$ cat src/rtl/nim_vga_pkg.sv
// rtl/nim_vga_pkg.sv - 640x480@60 raster constants and decode helper
package nim_vga_pkg;

  localparam logic [9:0] H_ACTIVE = 10'd640;
  localparam logic [9:0] H_FP     = 10'd16;
  localparam logic [9:0] H_SYNC   = 10'd96;
  localparam logic [9:0] H_BP     = 10'd48;
  localparam logic [9:0] H_TOTAL  = 10'd800;

  localparam logic [9:0] V_ACTIVE = 10'd480;
  localparam logic [9:0] V_FP     = 10'd10;
  localparam logic [9:0] V_SYNC   = 10'd2;
  localparam logic [9:0] V_BP     = 10'd33;
  localparam logic [9:0] V_TOTAL  = 10'd525;

  localparam logic [9:0] H_MAX        = H_TOTAL - 10'd1;
  localparam logic [9:0] V_MAX        = V_TOTAL - 10'd1;
  localparam logic [9:0] H_SYNC_START = H_ACTIVE + H_FP;
  localparam logic [9:0] H_SYNC_END   = H_ACTIVE + H_FP + H_SYNC - 10'd1;
  localparam logic [9:0] V_SYNC_START = V_ACTIVE + V_FP;
  localparam logic [9:0] V_SYNC_END   = V_ACTIVE + V_FP + V_SYNC - 10'd1;

  function automatic logic in_span(input logic [9:0] v, input logic [9:0] lo,
                                   input logic [9:0] hi);
    return (v >= lo) && (v <= hi);
  endfunction

endpackage

$ cat src/rtl/pix_strobe_gen.sv
// rtl/pix_strobe_gen.sv - free-running prescaler producing a one-clk pixel strobe
module pix_strobe_gen #(
  parameter int unsigned DIV_LOG2 = 2
) (
  input  logic clk,
  input  logic rst,
  output logic pix_en
);

  // Strobe is registered, so it lands in the cycle where div is all-ones.
  localparam logic [DIV_LOG2-1:0] DIV_TERM = DIV_LOG2'((1 << DIV_LOG2) - 2);

  logic [DIV_LOG2-1:0] div;

  always_ff @(posedge clk) begin
    if (rst) begin
      div    <= '0;
      pix_en <= 1'b0;
    end else begin
      div    <= div + 1'b1;
      pix_en <= (div == DIV_TERM);
    end
  end

endmodule

$ cat src/rtl/vga_timing_ctrl.sv
// rtl/vga_timing_ctrl.sv - raster counters and sync/blank decode for 640x480@60
module vga_timing_ctrl
  import nim_vga_pkg::*;
#(
  parameter int unsigned DIV_LOG2 = 2,
  parameter bit          SYNC_POL = 1'b0
) (
  input  logic       clk,
  input  logic       rst,
  output logic       pix_en,
  output logic       hsync,
  output logic       vsync,
  output logic       video_on,
  output logic [9:0] x,
  output logic [9:0] y,
  output logic       frame_start
);

  logic [9:0] h_cnt, v_cnt;
  logic [9:0] h_nxt, v_nxt;
  logic       frame_nxt;

  pix_strobe_gen #(.DIV_LOG2(DIV_LOG2)) u_strobe (
    .clk    (clk),
    .rst    (rst),
    .pix_en (pix_en)
  );

  always_comb begin
    h_nxt     = h_cnt;
    v_nxt     = v_cnt;
    frame_nxt = 1'b0;
    if (pix_en) begin
      if (h_cnt == H_MAX) begin
        h_nxt = '0;
        if (v_cnt == V_MAX) begin
          v_nxt     = '0;
          frame_nxt = 1'b1;
        end else begin
          v_nxt = v_cnt + 10'd1;
        end
      end else begin
        h_nxt = h_cnt + 10'd1;
      end
    end
  end

  // Decode from the next-state counters so outputs line up with x/y.
  always_ff @(posedge clk) begin
    if (rst) begin
      h_cnt       <= '0;
      v_cnt       <= '0;
      hsync       <= ~SYNC_POL;
      vsync       <= ~SYNC_POL;
      video_on    <= 1'b0;
      frame_start <= 1'b0;
    end else begin
      h_cnt       <= h_nxt;
      v_cnt       <= v_nxt;
      frame_start <= frame_nxt;
      if (pix_en) begin
        hsync    <= in_span(h_nxt, H_SYNC_START, H_SYNC_END) ? SYNC_POL : ~SYNC_POL;
        vsync    <= in_span(v_nxt, V_SYNC_START, V_SYNC_END) ? SYNC_POL : ~SYNC_POL;
        video_on <= (h_nxt < H_ACTIVE) && (v_nxt < V_ACTIVE);
      end
    end
  end

  assign x = h_cnt;
  assign y = v_cnt;

endmodule

$ cat config.mk
export PLATFORM = sky130hd
export DESIGN_NAME = vga_timing_ctrl
export DESIGN_NICKNAME = d
export VERILOG_FILES = /design/src/rtl/nim_vga_pkg.sv /design/src/rtl/pix_strobe_gen.sv /design/src/rtl/vga_timing_ctrl.sv
export SDC_FILE = /design/constraint.sdc
export NUM_CORES = 1
export LEC_CHECK = 0
export CORE_MARGIN = 3
export CORE_UTILIZATION = 30
export CTS_CLUSTER_SIZE = 24
export DETAILED_ROUTE_END_ITERATION = 8
export GPL_TIMING_DRIVEN = 1
export PLACE_DENSITY = 0.6
export SLEW_MARGIN = 20
export SYNTH_ARGS = -nofsm -noshare
export SYNTH_HDL_FRONTEND = slang
export SYNTH_SLANG_ARGS = --single-unit
$ cat constraint.sdc
create_clock -name clk -period 2.9 [get_ports clk]
set_input_delay 0.58 -clock clk [delete_from_list [all_inputs] [get_ports clk]]
set_output_delay 0.58 -clock clk [all_outputs]
set_load 0.05 [all_outputs]
Yosys cells after proc, flatten, opt, wreduce, memory -nomap -nowiden
Cells that the tools add are included.

Register bits: 27. Input port bits: 2. Output and inout bits: 25. Word-level logic and storage cells: 34.

$add $sub $neg: 3. $lt $le $gt $ge: 6. Eq/ne operators: 3. Mux-type cells: 8. Bitwise gates (word level): 2. Reduce and logical (&&, ||, !) cells: 4.

Operators by type and width (number): $mux W10 (5); $add A10 B1 Y10 const B (2); $eq A10 B10 Y1 const B (2); $ge A10 B10 Y1 const B (1); $ge A10 B9 Y1 const B (1); $le A10 B10 Y1 const B (1); $le A10 B9 Y1 const B (1); $lt A10 B10 Y1 const B (1); $lt A10 B9 Y1 const B (1); $logic_and A1 B1 Y1 (3); $mux W1 (3); $reduce_or A3 Y1 (1); $add A2 B1 Y2 const B (1); $eq A2 B2 Y1 const B (1); $not A1 Y1 (2).

Depth between registers and ports, before layout
Depth in word-level cells: 7. Gate-level depth with buffers: 8.

Cells and area by module
From an unflattened synthesis, not the netlist that was laid out.

Cell total of the unflattened synthesis: 185. Area total of the unflattened synthesis: 1516.5 sq um.

Modules (own cells, without submodules): vga_timing_ctrl (times used 1, cells an instance 177, area each 1426.4 sq um, sequential area each 480.5 sq um); pix_strobe_gen (times used 1, cells an instance 8, area each 90.1 sq um, sequential area each 60.1 sq um).

Worst setup path after synthesis
OpenSTA, ideal clock, no wires.

Path kind: flip-flop to flip-flop. Start: register h_cnt[0], in the netlist x[0]. End: register vsync. Arrival: 2.226 ns. Setup slack: 0.543 ns. Cell stages (with the launch flop): 8. Cells stage by stage: dfxtp_1 ha_1 nor4b_4 and3_4 nand4_4 and3_1 o31ai_1 a31oi_1.

Cells in the longest elaborated chain, start to end: 6. Elaborated cells between the ends (all ways): 7.

Ends and longest elaborated chain: start: declaration (line vga_timing_ctrl.sv:19) `logic [9:0] h_cnt, v_cnt;`; start signal: assignment (line vga_timing_ctrl.sv:58) `h_cnt <= h_nxt;`; $eq A10 B10 Y1 (*) (line vga_timing_ctrl.sv:34) `if (h_cnt == H_MAX) begin`; $mux W10 (*) (line vga_timing_ctrl.sv:34); $mux W10 (*) (line vga_timing_ctrl.sv:33) `if (pix_en) begin`; $ge A10 B9 Y1 or $le A10 B9 Y1 (tied branches) (line nim_vga_pkg.sv:25) `return (v >= lo) && (v <= hi);`; $logic_and A1 B1 Y1 (*) (line nim_vga_pkg.sv:25); $mux W1 (*) (line vga_timing_ctrl.sv:63) `vsync <= in_span(v_nxt, V_SYNC_START, V_SYNC_END) ? SYNC_POL : ~SYNC_POL;`; end signal: assignment (line vga_timing_ctrl.sv:54) `vsync <= ~SYNC_POL;`; end signal: assignment (line vga_timing_ctrl.sv:63); end: declaration (line vga_timing_ctrl.sv:12) `output logic vsync,`.

Every way passes the cells marked *; elsewhere a longest branch is shown, timed or not. A chain may end at the register's enable or synchronous reset.

Worst setup path in the final report
Start: register h_cnt[1], in the netlist x[1]. End: register vsync.

The elaborated chain is that of the path after synthesis.

==> impl_metrics.tcl <==
set metrics [dict create \
    grt_max_degree 15 \
    synth-main-ff-cell "dfxtp_1" \
    p_leak_nw 0.647 \
    worstSetupStartpointType "flip-flop" \
    routed_wirelength_um 3840 \
    relSlewSlack_pct 65.3 \
    ctsHoldBuffers 0 \
    regArea_um2 541 \
    fin_setup_tns_ps 0 \
    synth_area_um2 1590 \
    finalHoldViolations 0 \
    total_power_w 0.000635 \
    via_count 1429 \
    worst_pin_slew_ps 518 \
    syn_avg_cell_area_um2 8.26 \
    rows 25 \
    end_kind "flip-flop" \
    worst_slack_ps 531 \
    viasPerCell 5.03 \
    dr.pass1.iters 4 \
    pin_count 27 \
    final_layout_size_suffix_gt1_share_pct 7.37 \
    ir_drop_uv 148 \
    track_usage_pct 13.2 \
    grt_pass1_wl_um 6590 \
    die_h_um 78.9 \
    routedWlPerCell_um 13.5 \
    timing.fmax_mhz 422 \
    synth_warnings 0 \
    clock_sinks 27 \
    synth_enable_flop_cells 0 \
    crit_chain "ha_1 -> nor4b_4 -> nand3_1 -> nand2_1 -> o311ai_0 -> nor4_1 -> a31oi_1" \
    numCtsBuffers 3 \
    cts_htree_levels 1 \
    yosysTopAreaCellShare_pct 33.9 \
    grt_pass1_vias 1445 \
    final-setup-viol-count 0 \
    drtAntennaViolNets 0 \
    fin_hold_ws_ps 419 \
    path_class "flip-flop to flip-flop" \
    clk_path_buf_depth 2 \
    hpwl_um 2890 \
    synthCells 193 \
    io_buffers 26 \
    die_w_um 78.9 \
    cp.arrival_ps 2530 \
    cts_tree "built" \
    gp_congestion 0.863 \
    antenna_found_initial 0 \
    fin_crit_sh_pct 81.7 \
    min_period_ps 2370 \
    worst_path_largest_cell_delay_ps 410 \
    synth.ff_latch_count 27 \
    place_ws_ps 535 \
    area_growth_pct 21.7 \
    rrSetupSlack_ps 530 \
    maxSlewViolCount 0 \
    cts-root-buf "clkbuf_8" \
    crit_slowest_cell "dfxtp_1" \
    synth_fp_nets 199 \
    dieArea_um2 6220 \
    cts_setup_buffers 0 \
    start_util_pct 32.5 \
    multi_input_area_um2 966 \
    drt-initial-drc-count 139 \
    async_flop_share_pct 0 \
    ys_types 47 \
    grt.overflow.total 0 \
    synth_top_cell_by_area "dfxtp_1" \
    hold_class "flip-flop to flip-flop" \
    p_per_area_nw_per_um2 327 \
    drc_errors 0 \
    ys_top_cells_by_area "dfxtp_1 34%, nor2_1 7.1%, xnor2_1 4.9%, xor2_1 4.4%, nand2_1 4.0%" \
    cp_max_fo 12 \
    critPathBufInv 0 \
    clk_latency_ps 280 \
    skew_ps 5.11 \
    nFillCells 520 \
    drv_cap 0 \
    rsz0062_at_grt "no" \
    post_cts_resized 0 \
    yosysSeqAreaShare_pct 33.9 \
    coreArea_um2 4910 \
    crit_required_ps 3060 \
    final_nets 224 \
    status "finished, final reports clean" \
    critical_path.top_delay_family "simple AND/OR/NAND/NOR gates" \
    antenna_cells 0 \
    clk_pin_slew_worst_paths_ps 90 \
]
==> stage by stage <==
stage	std cells	util (%)	instance area (µm²)
after floorplan	193	-	1590
after global placement	280	38.6	1900
after detailed placement	280	38.6	1900
after CTS	284	39.5	1940
after global routing	284	39.5	1940
final	284	39.5	1940
==> layout by cell type (no fill, tap or decap), types with 2 or more instances in the layout <==
master	count
dfxtp_1	27
inv_1	8
and3_1	6
o31ai_1	6
buf_4	2
ha_1	4
and2_1	2
o21ai_0	6
clkdlybuf4s50_1	26
nand4_1	6
nand3b_1	2
nor2b_1	4
and4_2	2
nand2b_1	2
nand2_1	17
xnor2_1	9
a31oi_1	2
nand3_1	9
a21oi_1	3
clkbuf_8	3
nor2_1	30
a22oi_1	2
xor2_1	8
o31a_2	2
nor3_1	7
mux2i_1	2
==> cell usage after synthesis (2+ instances only) <==
cell       n
nand2_1   17
o31a_2     2
buf_4      2
nor3_1     7
clkbuf_1   2
and2_1     2
mux2i_1    2
a21oi_1    3
o31ai_1    6
a22oi_1    2
ha_1       4
nor2b_1    4
nand2b_1   2
nor2_1    30
buf_2      2
and3_1     6
inv_1      8
xor2_1     8
o21ai_0    6
dfxtp_1   27
a31oi_1    2
xnor2_1    9
and4_2     2
nand3_1    9
nand4_1    6
nand3b_1   2
==> per-layer routing <==
| metal | global-route usage [%] | vias up | part of all wire, % |
|---|---|---|---|
| met4 | 8.76 | 0 | 3.3 |
| met1 | 17.8 | 653 | 49 |
| met2 | 19.9 | 29 | 43 |
| met5 | 0 | - | 0 |
| li1 | - | 735 | - |
| met3 | 1.47 | 12 | 3.8 |
==> cell families after synthesis <==
| logic type | after synthesis | share of synthesized area, % |
|---|---|---|
| and+or+nand+nor | 100 | 35.2 |
| AOI/OAI and AO/OA | 27 | 11.6 |
| DFF | 27 | 33.9 |
| xor gates and xnor gates | 17 | 9.34 |
| buffers and inverters | 16 | 5.49 |
| adders and majority gates | 4 | 3.14 |
| muxes | 2 | 1.26 |
==> layout make-up <==
class / count / share of cell area (%)
well taps: 67 / 4.32
multi-input cells: 150 / 49.8
inverters: 8 / 1.55
repair buffers: 28 / 14.2
clock buffers: 4 / 2.32
flip-flops and latches: 27 / 27.9
==> worst paths after layout <==
kind	depth (start not counted)	startpoint	to
setup / recovery	7	x[1]	vsync
hold / removal	1	u_strobe.div[0]	u_strobe.div[0]
setup reg to reg	7	x[1]	vsync
hold reg to reg	1	u_strobe.div[0]	u_strobe.div[0]
==> power by group <==
part | switching (W) | internal (W)
combinational | 0.0000231 | 0.0000123
sequential | 0.00000388 | 0.000376
clock | 0.000121 | 0.0000988
total | 0.000148 | 0.000487
==> sequential cells by signal, summed over array words and instances, names as in the netlist <==
signal and count:
u_strobe.div 2, vsync 1, hsync 1, video_on 1
u_strobe.pix_en 1, y 10, x 10, frame_start 1
==> worst register-to-register path: stages (launching register included) <==
cell	delay [ps]
dfxtp_1	410
ha_1	330
nor4b_4	340
nand3_1	360
nand2_1	160
o311ai_0	140
nor4_1	400
a31oi_1	120
No activity file was read; power rests on OpenSTA's default activity.
==> RTL edit: new RTL, same settings <==
Reset style: asynchronous (`rst`), changed in 2 clocked blocks.
--- a/src/rtl/pix_strobe_gen.sv
+++ b/src/rtl/pix_strobe_gen.sv
@@ -13,5 +13,5 @@
   logic [DIV_LOG2-1:0] div;
 
-  always_ff @(posedge clk) begin
+  always_ff @(posedge clk or posedge rst) begin
     if (rst) begin
       div    <= '0;
--- a/src/rtl/vga_timing_ctrl.sv
+++ b/src/rtl/vga_timing_ctrl.sv
@@ -47,5 +47,5 @@
 
   // Decode from the next-state counters so outputs line up with x/y.
-  always_ff @(posedge clk) begin
+  always_ff @(posedge clk or posedge rst) begin
     if (rst) begin
       h_cnt       <= '0;
Behaviour: differs if rst is asserted again (counterexample within 4 cycles, from zero or initial values and one cycle with rst high); with rst held inactive, the same outputs for 10 cycles.
==> RTL edit against the unedited design <==
Non-clock buffer count stayed put; wire length is 8.9% lower; area after synthesis down 6.9%; synthesized cell count is 27% lower; sequential cell count unchanged; via count shrank 16%; setup slack worse by 0.050 ns; critical endpoint is now x[5]; design area shrank 4.3%; fmax shrank 2.1%; critical path type is now reg2out; global-route usage shrank 0.65 points.
Power is not compared: it rests on default switching activity, and its combinational part moved more than twofold at a synthesized area within 25%.
==> RTL edit: results <==
set metrics [dict create \
    holdPathEnd "u_strobe.div[0]" \
    max_clock_freq_mhz 413 \
    ys_types 45 \
    synth_mux_area_frac 0.0135 \
    finalNetCount 175 \
    routedWlPerCell_microns 15.0 \
    crit_slowest_cell "clkdlybuf4s50_1" \
    clkTransAtPathRegs_ns 0.09 \
    synth_compound_area_frac 0.120 \
    dpl_cell_area_sq_um 1810 \
    wl_met1_microns 1600 \
    ys.flop_type "dfrtp_1" \
    cp_top_family "buffers and inverters" \
    rrSetupSlack_ns 0.71 \
    ys_seq_area_frac 0.457 \
    wl_met2_microns 1680 \
    crit_end "x[5]" \
    wl_met3_microns 181 \
    status "complete, no violations" \
    fin_cells 233 \
    via_count 1205 \
    grt_pass1_wl_microns 6070 \
    cp_max_fo 13 \
    place_ws_ns 0.732 \
    arrival_ns 1.84 \
    synthTopCellsByArea "dfrtp_1 42%, xnor2_1 4.7%, dfstp_2 3.5%" \
    drt_iter0_drc 87 \
    min_from "u_strobe.div[0]" \
    path_class "reg2out" \
    timing.rr.start "x[0]" \
    synthXorXnorAreaFrac 0.0759 \
    place_hpwl_microns 2640 \
    drive_above_1_share 0.131 \
    dr.max_layer_used "met4" \
    synth_warnings 0 \
    fin_skew_ns 0.00772 \
    grtUsageTotal 0.126 \
    grt_start_max_net_pins 28 \
    synth_common_cells "25 x dfrtp_1, 13 x nand2_1, 10 x nor2_1" \
    hold_class "reg2reg" \
    synth_area_per_cell_sq_um 10.6 \
    gr-usage-met2 0.204 \
    cp-startpoint "x[5]" \
    grt.met1_usage 0.167 \
    routabilityCongestion 0.797 \
    slew_headroom 0.664 \
    synth-async-reset-ratio 1.00 \
    cp_slowest_stage_delay_ns 0.90 \
    syn_nets 146 \
    grtUsageMet3 0.0355 \
    r2r-end "video_on" \
]
## RTL edit: cell types whose count changed after synthesis, moves of 3 or more
cell	unedited run	this run
nand2_1	17	13
nor2b_1	4	1
dfrtp_1	0	25
a31o_2	0	3
dfxtp_1	27	0
nor3_1	7	2
o31ai_1	6	0
nor2_1	30	10
xor2_1	8	3
## RTL edit: cell type report
cell class                      instances  area [sq um]
Sequential cell                        27           678
Clock buffer                            4          45.0
Fill cell                             485          2710
Multi-Input combinational cell        100           744
Timing Repair Buffer                   28           275
Inverter                                9          33.8
Tap cell                               65          81.3
## RTL edit: metrics by stage
| step | power [mW] | hold WS [ns] |
|---|---|---|
| 6_report | 0.600 | 0.410 |
| 5_1_grt | 0.621 | 0.433 |
| 4_1_cts | 0.608 | 0.410 |
| 3_5_place_dp | 0.394 | 0.397 |
| 3_3_place_gp | 0.394 | 0.396 |
| 2_1_floorplan | 0.389 | 0.386 |
